File: config.mk
export PLATFORM = sky130hd
export DESIGN_NAME = mem_access_unit
export DESIGN_NICKNAME = d
export VERILOG_FILES = /design/src/rtl/mem_access_unit.sv
export SDC_FILE = /design/constraint.sdc
export NUM_CORES = 1
export LEC_CHECK = 0
export BUFFER_PORTS_ARGS = -buffer_cell sky130_fd_sc_hd__buf_2
export CORE_MARGIN = 2
export CORE_UTILIZATION = 50
export DETAILED_ROUTE_END_ITERATION = 6
export GPL_ROUTABILITY_DRIVEN = 0
export PLACE_DENSITY = 0.8
export REMOVE_ABC_BUFFERS = 1
export SETUP_SLACK_MARGIN = 0.2
export SLEW_MARGIN = 20
export SYNTH_ARGS = -nofsm -noshare
export SYNTH_HDL_FRONTEND = slang
export SYNTH_SLANG_ARGS = --single-unit
File: constraint.sdc
create_clock -name clk -period 2.8 [get_ports clk]
set_input_delay 0 -clock clk [delete_from_list [all_inputs] [get_ports clk]]
set_output_delay 0 -clock clk [all_outputs]
set_load 0.03 [all_outputs]
File: src/rtl/mem_access_unit.sv
// Data-memory initiator: takes load/store requests from the MEM stage, drives a
// word-addressed memory (sub-word stores by read-modify-write) and returns a response.
module mem_access_unit #(
  parameter logic [31:0] ADDR_LIMIT = 32'h0000_3000
) (
  input  logic        clk,
  input  logic        reset,
  input  logic        req_valid_i,
  output logic        req_ready_o,
  input  logic [2:0]  req_op_i,
  input  logic [31:0] req_addr_i,
  input  logic [31:0] req_wdata_i,
  input  logic [31:0] req_pc_i,
  output logic        resp_valid_o,
  input  logic        resp_ready_i,
  output logic [31:0] resp_rdata_o,
  output logic        resp_err_o,
  output logic [31:0] mem_addr_o,
  output logic [31:0] mem_wd_o,
  output logic        mem_we_o,
  output logic [31:0] mem_pc_o,
  input  logic [31:0] mem_rd_i
);

  localparam int unsigned W = 32;

  localparam logic [2:0] OP_LW  = 3'b000;
  localparam logic [2:0] OP_LB  = 3'b001;
  localparam logic [2:0] OP_LBU = 3'b010;
  localparam logic [2:0] OP_LH  = 3'b011;
  localparam logic [2:0] OP_LHU = 3'b100;
  localparam logic [2:0] OP_SW  = 3'b101;
  localparam logic [2:0] OP_SB  = 3'b110;
  localparam logic [2:0] OP_SH  = 3'b111;

  typedef enum logic [1:0] {S_IDLE, S_ACC, S_WR, S_RESP} state_e;

  state_e         state_q, state_d;
  logic [2:0]     op_q, op_d;
  logic [W-1:0]   addr_q, addr_d;
  logic [W-1:0]   wdata_q, wdata_d;
  logic [W-1:0]   pc_q, pc_d;
  logic [W-1:0]   rdata_q, rdata_d;
  logic           err_q, err_d;
  logic [W-1:0]   wd_q, wd_d;

  logic           req_err_c;
  logic [4:0]     lane_sh_c;
  logic [W-1:0]   rd_shift_c;
  logic [W-1:0]   lane_mask_c;
  logic [W-1:0]   lane_data_c;
  logic [W-1:0]   load_data_c;

  // Alignment and range check on the incoming request
  always_comb begin
    req_err_c = 1'b0;
    case (req_op_i)
      OP_LH, OP_LHU, OP_SH: req_err_c = req_addr_i[0];
      OP_LW, OP_SW:         req_err_c = |req_addr_i[1:0];
      default:              req_err_c = 1'b0;
    endcase
    if (req_addr_i >= ADDR_LIMIT) req_err_c = 1'b1;
  end

  // Lane extraction for loads and lane merge for sub-word stores
  always_comb begin
    lane_sh_c   = {addr_q[1:0], 3'b000};
    rd_shift_c  = mem_rd_i >> lane_sh_c;
    lane_mask_c = '0;
    lane_data_c = '0;
    load_data_c = mem_rd_i;
    case (op_q)
      OP_LB:  load_data_c = {{24{rd_shift_c[7]}}, rd_shift_c[7:0]};
      OP_LBU: load_data_c = W'(rd_shift_c[7:0]);
      OP_LH:  load_data_c = {{16{rd_shift_c[15]}}, rd_shift_c[15:0]};
      OP_LHU: load_data_c = W'(rd_shift_c[15:0]);
      default: load_data_c = mem_rd_i;
    endcase
    if (op_q == OP_SB) begin
      lane_mask_c = W'(32'h0000_00FF) << lane_sh_c;
      lane_data_c = W'(wdata_q[7:0]) << lane_sh_c;
    end else begin
      lane_mask_c = W'(32'h0000_FFFF) << lane_sh_c;
      lane_data_c = W'(wdata_q[15:0]) << lane_sh_c;
    end
  end

  always_ff @(posedge clk) begin
    if (reset) begin
      state_q <= S_IDLE;
      op_q    <= '0;
      addr_q  <= '0;
      wdata_q <= '0;
      pc_q    <= '0;
      rdata_q <= '0;
      err_q   <= 1'b0;
      wd_q    <= '0;
    end else begin
      state_q <= state_d;
      op_q    <= op_d;
      addr_q  <= addr_d;
      wdata_q <= wdata_d;
      pc_q    <= pc_d;
      rdata_q <= rdata_d;
      err_q   <= err_d;
      wd_q    <= wd_d;
    end
  end

  always_comb begin
    state_d = state_q;
    op_d    = op_q;
    addr_d  = addr_q;
    wdata_d = wdata_q;
    pc_d    = pc_q;
    rdata_d = rdata_q;
    err_d   = err_q;
    wd_d    = wd_q;
    case (state_q)
      S_IDLE: begin
        if (req_valid_i) begin
          op_d    = req_op_i;
          addr_d  = req_addr_i;
          wdata_d = req_wdata_i;
          pc_d    = req_pc_i;
          rdata_d = '0;
          err_d   = req_err_c;
          if (req_err_c) begin
            state_d = S_RESP;
          end else if (req_op_i == OP_SW) begin
            wd_d    = req_wdata_i;
            state_d = S_WR;
          end else begin
            state_d = S_ACC;
          end
        end
      end
      S_ACC: begin
        if (op_q == OP_SB || op_q == OP_SH) begin
          wd_d    = (mem_rd_i & ~lane_mask_c) | lane_data_c;
          state_d = S_WR;
        end else begin
          rdata_d = load_data_c;
          state_d = S_RESP;
        end
      end
      S_WR: begin
        rdata_d = '0;
        err_d   = 1'b0;
        state_d = S_RESP;
      end
      S_RESP: begin
        if (resp_ready_i) state_d = S_IDLE;
      end
      default: state_d = S_IDLE;
    endcase
  end

  assign req_ready_o  = (state_q == S_IDLE);
  assign resp_valid_o = (state_q == S_RESP);
  assign resp_rdata_o = rdata_q;
  assign resp_err_o   = err_q;
  assign mem_addr_o   = {addr_q[31:2], 2'b00};
  assign mem_wd_o     = wd_q;
  assign mem_pc_o     = pc_q;
  // Gating with reset drops a store caught mid-write
  assign mem_we_o     = (state_q == S_WR) & ~reset;

endmodule

# After elaboration in Yosys (flattened, before gate mapping)
# Cells that the tools add are included.
[word_totals]
ff_bits = 150
[classes]
n_lt_le_gt_ge = 1
eq_ne = 19
shift = 5
n_mux = 21
bitwise_logic = 5
reduce_logical = 14
[op_table]
columns = ["op", "n"]
rows = [
  ["two-way mux 32 bit", 8],
  ["one-hot mux 32 bit (4 select lines)", 1],
  ["one-hot mux 32 bit (3 select lines)", 1],
  ["one-hot mux 32 bit (2 select lines)", 1],
  ["AND 32 bit", 1],
  ["greater-or-equal comparator 32 x 14 -> 1 bit (second input constant)", 1],
  ["inverter 32 bit", 1],
  ["bitwise OR 32 bit", 1],
  ["left shift 16 x 5 -> 32 bit", 1],
  ["left shift 16 x 5 -> 32 bit (first input constant)", 1],
  ["left shift 8 x 5 -> 32 bit", 1],
  ["left shift 8 x 5 -> 32 bit (first input constant)", 1],
  ["right shift 32 x 5 -> 16 bit", 1],
  ["equality test 3 bit (second input constant)", 6],
  ["equality test 3 x 2 -> 1 bit (second input constant)", 3],
  ["two-way mux 2 bit", 4],
  ["inequality test 2 bit (second input constant)", 4],
  ["one-hot mux 2 bit (4 select lines)", 1],
  ["AND reduction 2 bit", 3],
  ["AND reduction 5 bit", 1],
  ["equality test 2 bit (second input constant)", 2],
  ["inequality test 2 x 1 -> 1 bit (second input constant)", 2],
  ["one-hot mux 1 bit (2 select lines)", 2],
  ["nonzero test 2 bit", 2],
  ["12 further kinds", 15],
]

# Logic depth before layout (Yosys ltp)
# Gate-level depths: netlist of the first run.
[depth]
word_depth = 7
mapped_depth = 10

# Worst setup path before layout of the first run
# No wires, ideal clock.
[synth_timing]
path_type = "register -> register"
from = "register state_q[0]"
to = "register rdata_q[12], in the netlist resp_rdata_o[12]"
setup_time_ps = 61
t_arrival_ps = 2113
setup_slack_ps = 626
path_stages_with_launch = 10
path_buffers = 3
path_cell_list = "dfxtp_1 > inv_1 > ha_1 > buf_2 > inv_2 > o22ai_1 > nor2b_1 > buf_2 > buf_2 > a32o_1"
[synth_between]
elab_chain_cells = 3
[synth_rtl]
columns = ["element", "line", "source"]
rows = [
  ["start: declaration", "38", "state_e state_q, state_d;"],
  ["start signal: assignment", "99", "state_q <= state_d;"],
  ["logical NOT 2 bit *", "-", ""],
  ["via req_ready_o", "9", "output logic req_ready_o,"],
  ["inequality test 2 bit (no line) or nonzero test 3 bit (tied branches)", "-", ""],
  ["AND reduction 3 bit (no line)", "-", ""],
  ["end signal: assignment", "104", "rdata_q <= rdata_d;"],
  ["end: declaration", "43", "logic [W-1:0] rdata_q, rdata_d;"],
]
# Mark *: on every way through the listed nets, which the timed path passes. The rest lies on a longest branch.
# A chain may end at the register's enable or synchronous reset.

# Worst setup path in the final report of the first run
[layout_timing]
from = "register state_q[1]"
to = "register wd_q[6], in the netlist mem_wd_o[6]"
[layout_between]
elab_chain_cells = 3
[layout_rtl]
columns = ["element", "line", "source"]
rows = [
  ["equality test 2 x 1 -> 1 bit or logical NOT 2 bit (tied branches)", "119", "case (state_q)"],
  ["inequality test 2 bit (no line), or another cell as far along", "-", ""],
  ["AND reduction 5 bit (no line)", "-", ""],
  ["end signal: assignment", "106", "wd_q <= wd_d;"],
  ["end: declaration", "45", "logic [W-1:0] wd_q, wd_d;"],
]
# Several ways; a longest one is shown, not always the timed one.

==> impl_metrics.yaml, run 1 <==
global_routing:
  antenna_found_initial: 1
  grt_pass1_vias: 8079
  grt_pass1_wl_um: 40900
  grt_max_degree: 67
  gr-total-overflow: 0
  track_usage: 0.321
route:
  ant_nets: 0
  drtIter0Drc: 793
  via_per_inst: 5.77
  vias: 8373
  drc: 0
  drt-total-wl_um: 26600
  firstDrtPassIters: 5
  wl_per_cell_um: 18.3
clock_network:
  htreeDepth: 4
  cts.reportedPaths.clkPinSlew_ns: 0.06
  clockRootBuffer: "clkbuf_16"
  clock_path_buffers: 2
  cts_buffers: 17
  clk_latency_ns: 0.43
  cts_resized: 0
  post_cts_buffers: 0
  cts_tree: "done"
  cts_sinks: 150
  ctsHoldBuffers: 106
critical_path:
  arrival_ns: 2.66
  cp-start-kind: "flip-flop"
  worstPathRequired_ns: 3.08
  cpPeakStageDelay_ns: 0.46
  reg2regPathDepth: 8
  end_kind: "flip-flop"
  crit_path_max_fanout: 32
  crit_type: "flip-flop to flip-flop"
  critPathSlowestCell: "ha_1"
  cp_cell_sequence: "inv_1 > ha_1 > mux2i_1 > a211o_1 > a2111o_1 > buf_4 > nand3_1 > a21oi_1"
sta:
  rsz0062_at_grt: "false"
  period_needed_ns: 2.39
  hold_viol: 0
  tns_ns: 0
  max_freq_mhz: 419
  clock_skew_ns: 0.00852
  tightest_slew_ns: 0.766
  finalWorstSetupSlack_ns: 0.411
  min_period_over_period: 0.853
  setup_viol: 0
  slew_violations: 0
  slew_headroom: 0.489
min_path:
  hp-class: "input pin to flip-flop"
  whs_path_depth: 4
yosys:
  async_reset_ff_frac: 0
  synth-seq-area-share: 0.405
  synth_edf_count: 0
  yosys_warnings: 0
  ys_ff_latch: 150
  synthCells: 953
  yosysUniqueCellTypes: 55
  syn-cell-area_um2: 7410
  synth_ff_type: "dfxtp_1"
  avgSynthCellArea_um2: 7.78
final_layout:
  stdcell_count: 1452
  final_cell_mix: "buf_2, nand2_1, dfxtp_1, a21oi_1, dlygate4sd3_1"
  area_delta_synth_final_pct: 39.0
  finalNetCount: 1393
  final_area_um2: 10300
  drive_gt1_frac: 0.276
  mostFrequentLayoutCell: "buf_2"
die:
  io_pins: 267
  initial_core_util: 0.510
  rows: 44
  chipHeight_um: 126
  die-area_um2: 15800
  die_w_um: 126
  core_area_um2: 14500
power_and_ir_drop:
  ir_worst_vdd_v: 0.000556
  p_leak_nw: 4.46
  p_per_area_nw_per_um2: 915
  finalPower_mw: 9.42
status:
  status: "completed"
job:
  cap_viol_max_count: 0
placement:
  dp_slack_ns: 0.470
  io_buffer_count: 264
  post_dp_cell_area_um2: 8610
  placed_cells: 1313
  dp_hpwl_um: 16900
worst paths after layout:
check / start / endpoint / slack [ns]
worst max-delay path: state_q[1] / mem_wd_o[6] / 0.41
worst min-delay path: mem_rd_i[7] / resp_rdata_o[7] / 0.006
worst max register to register: state_q[1] / mem_wd_o[6] / 0.41
worst min register to register: addr_q[23] / addr_q[23] / 0.45
critical path: cells and delay by family (launching register included):
kind,cells,cell delay [ns]
compound gates,3,0.71
fa+ha+maj,1,0.46
buf+inv,2,0.33
flops,1,0.34
mux,1,0.22
simple gates,1,0.14
cells in the mapped netlist (7+ instances only):
library cell,count,area (um^2)
a21oi_1,148,741
a221o_1,8,80.1
a22o_1,7,61.3
a2bb2oi_1,8,70.1
a32o_1,8,80.1
buf_2,17,85.1
buf_4,32,240
clkbuf_1,57,214
dfxtp_1,150,3000
inv_1,27,101
mux2i_1,24,240
nand2_1,207,777
nand3_1,34,170
nor2_1,46,173
nor2b_1,10,62.6
o2111ai_1,14,123
o211ai_1,23,173
o21ai_0,13,65.1
o221ai_1,8,70.1
o22ai_1,12,75.1
o2bb2ai_1,23,201
or2_2,14,87.6
kinds of logic after synthesis:
kind of cell	after synthesis	synth area share
XOR/XNOR	2	0.00236
buffers and inverters	140	0.0920
multiplexers	30	0.0415
adder cells (fa/ha/maj)	4	0.00675
other	1	0.000506
flip-flops	150	0.405
AO/OA/AOI/OAI	290	0.256
AND/OR/NAND/NOR	336	0.196
stage by stage:
stage / utilization / hold slack (ns)
3_3_place_gp: 0.593 / 0.239
3_5_place_dp: 0.593 / 0.244
6_report: 0.709 / 0.00571
4_1_cts: 0.709 / 0.000479
5_1_grt: 0.709 / 0.00503
2_1_floorplan: - / 0.0691
area by class of cell:
class / instances / area, um^2
clock inverter: 12 / 178
inverter: 28 / 105
clock buffer: 20 / 447
sequential: 150 / 3000
multi-input combinational: 664 / 3760
tap: 184 / 230
fill: 1145 / 4230
antenna: 1 / 2.50
timing repair buffer: 393 / 2570
layer usage:
metal | GRT usage | wire length (um) | vias up
met5 | 0 | 13 | -
met4 | 0.170 | 1200 | 2
met3 | 0.0820 | 2270 | 86
met2 | 0.534 | 12700 | 470
met1 | 0.383 | 10400 | 3915
li1 | - | - | 3900
state kept, by name (all words and copies together) (netlist names):
name and flops:
addr_q 32, mem_pc_o 32, mem_wd_o 32, resp_rdata_o 32, wdata_q 16, op_q 3
state_q 2, resp_err_o 1
where the power goes:
| part | internal, mW | switching (mW) |
|---|---|---|
| clock network | 1.51 | 0.938 |
| logic | 1.36 | 2.76 |
| registers | 2.57 | 0.280 |
No activity file was read; power rests on OpenSTA's default activity.
==> inputs of run 2 (changes only) <==
- REMOVE_ABC_BUFFERS: 1 -> not set
==> run 2 against run 1 <==
Fmax down 1.3%. Core utilization fell by 0.52 points. Die area stayed put. Register-to-register slack got worse by 0.03 ns. Critical endpoint is now mem_wd_o[12]. Largest power group unchanged. Highest routed layer is now met4.
==> impl_metrics.yaml, run 2 (synthesis gave the netlist of run 1 again) <==
sta:
  finalWorstSetupSlack_ns: 0.380
  setup_viol: 0
  slew_headroom: 0.502
  slew_violations: 0
  tns_ns: 0
  min_period_over_period: 0.864
  holdWs_ns: 0.0139
  max_freq_mhz: 413
  tightest_slew_ns: 0.746
  period_needed_ns: 2.42
  hold_viol: 0
  clock_skew_ns: 0.0114
  rsz0062_at_grt: "false"
status:
  status: "completed"
min_path:
  hold_start: "req_wdata_i[17]"
  whs_endpoint: "mem_wd_o[17]"
  whs_path_depth: 4
  hp-class: "input pin to flip-flop"
die:
  io_pins: 267
  rows: 44
  core_area_um2: 14500
  chipHeight_um: 126
  initial_core_util: 0.510
  die_w_um: 126
  die-area_um2: 15800
route:
  drt-total-wl_um: 26200
  ant_nets: 0
  drtIter0Drc: 941
  via_per_inst: 5.77
  wl_per_cell_um: 18.1
  vias: 8353
  firstDrtPassIters: 7
  drc: 0
critical_path:
  reg2regPathDepth: 7
  cpPeakStageDelay_ns: 0.72
  rr_startpoint: "state_q[0]"
  arrival_ns: 2.69
  crit_path_max_fanout: 32
  r2r-end: "mem_wd_o[12]"
  worst-r2r-setup-slack_ns: 0.38
  cp_cell_sequence: "inv_1 > ha_1 > mux2i_1 > a211o_1 > a2111o_2 > nand3_1 > a21oi_1"
  crit_type: "flip-flop to flip-flop"
  crit_family: "compound AO/OA/AOI/OAI gates"
  critPathSlowestCell: "a2111o_2"
  critPathBufInv: 1
  worstPathRequired_ns: 3.07
  cp-start-kind: "flip-flop"
  end_kind: "flip-flop"
final_layout:
  drive_gt1_frac: 0.275
  mostFrequentLayoutCell: "buf_2"
  fin_util: 0.704
  area_delta_synth_final_pct: 37.9
  stdcell_count: 1448
  finalNetCount: 1390
  diodes: 0
  final_cell_mix: "buf_2, nand2_1, dfxtp_1, a21oi_1, dlygate4sd3_1"
  final_area_um2: 10200
placement:
  dp_slack_ns: 0.228
  placed_cells: 1310
  io_buffer_count: 264
  dp_hpwl_um: 16100
  post_dp_cell_area_um2: 8590
global_routing:
  grt_pass1_wl_um: 40900
  grt_pass1_vias: 8198
  grt_max_degree: 71
  gr-total-overflow: 0
  track_usage: 0.319
  antenna_found_initial: 0
clock_network:
  clockRootBuffer: "clkbuf_16"
  htreeDepth: 4
  cts_buffers: 17
  cts.reportedPaths.clkPinSlew_ns: 0.06
  cts_sinks: 150
  clock_path_buffers: 2
  cts_tree: "done"
  clk_latency_ns: 0.43
power_and_ir_drop:
  p_leak_nw: 4.42
  ir_worst_vdd_v: 0.000587
  p_per_area_nw_per_um2: 896
  finalPower_mw: 9.16
job:
  cap_viol_max_count: 0
run 2: cell count changes in the layout (fill, tap and decap cells not counted), sizes merged:
| cell | delta |
|---|---|
| buf | -3 |
| bufinv | -3 |
| clkinv | +3 |
| clkbuf | -2 |
| inv | +2 |
| diode | -1 |
run 2: area by class of cell:
class / instances / area (um^2)
well taps: 184 / 230
flip-flops and latches: 150 / 3000
fillers: 1107 / 4310
clock inverters: 14 / 128
inverters: 28 / 105
repair buffers: 390 / 2560
multi-input cells: 664 / 3770
clock buffers: 18 / 429
run 2: timing repair:
action / in CTS / in global routing
setup buffers: 0 / 0
endpoints found under the hold margin: 106 / 0
hold buffers: 106 / 0
gates resized for setup: 0 / 2
endpoints found under the setup margin: 0 / 33
run 2: power breakdown:
| group | switching [mW] | internal, mW | total [mW] |
|---|---|---|---|
| clock | 0.969 | 1.23 | 2.20 |
| combinational | 2.75 | 1.36 | 4.11 |
| sequential | 0.279 | 2.57 | 2.85 |
| total | 4.00 | 5.16 | 9.16 |
run 2: how the worst max path moves through the flow:
stage	startpoint	endpoint	slack [ns]	cells past startpoint
3_3_place_gp	state_q[0]	mem_wd_o[10]	0.34	7
3_5_place_dp	state_q[0]	mem_wd_o[1]	0.23	7
2_1_floorplan	state_q[0]	resp_rdata_o[12]	0.63	9
4_1_cts	state_q[0]	mem_wd_o[1]	0.21	7
6_report	state_q[0]	mem_wd_o[12]	0.38	7
5_1_grt	state_q[1]	mem_wd_o[14]	0.25	7
run 2: per-layer routing:
layer / global-route usage / vias to the layer above / wire length [um]
met5: 0 / - / 0
met4: 0.165 / 0 / 1380
met3: 0.0935 / 111 / 2580
met2: 0.536 / 535 / 12500
met1: 0.370 / 3802 / 9790
li1: - / 3905 / -
run 2: tightest hold or removal path, stage by stage:
cell and delay, ns:
buf_2 0.08, or2_2 0.09, o2111ai_1 0.09, a21oi_1 0.14
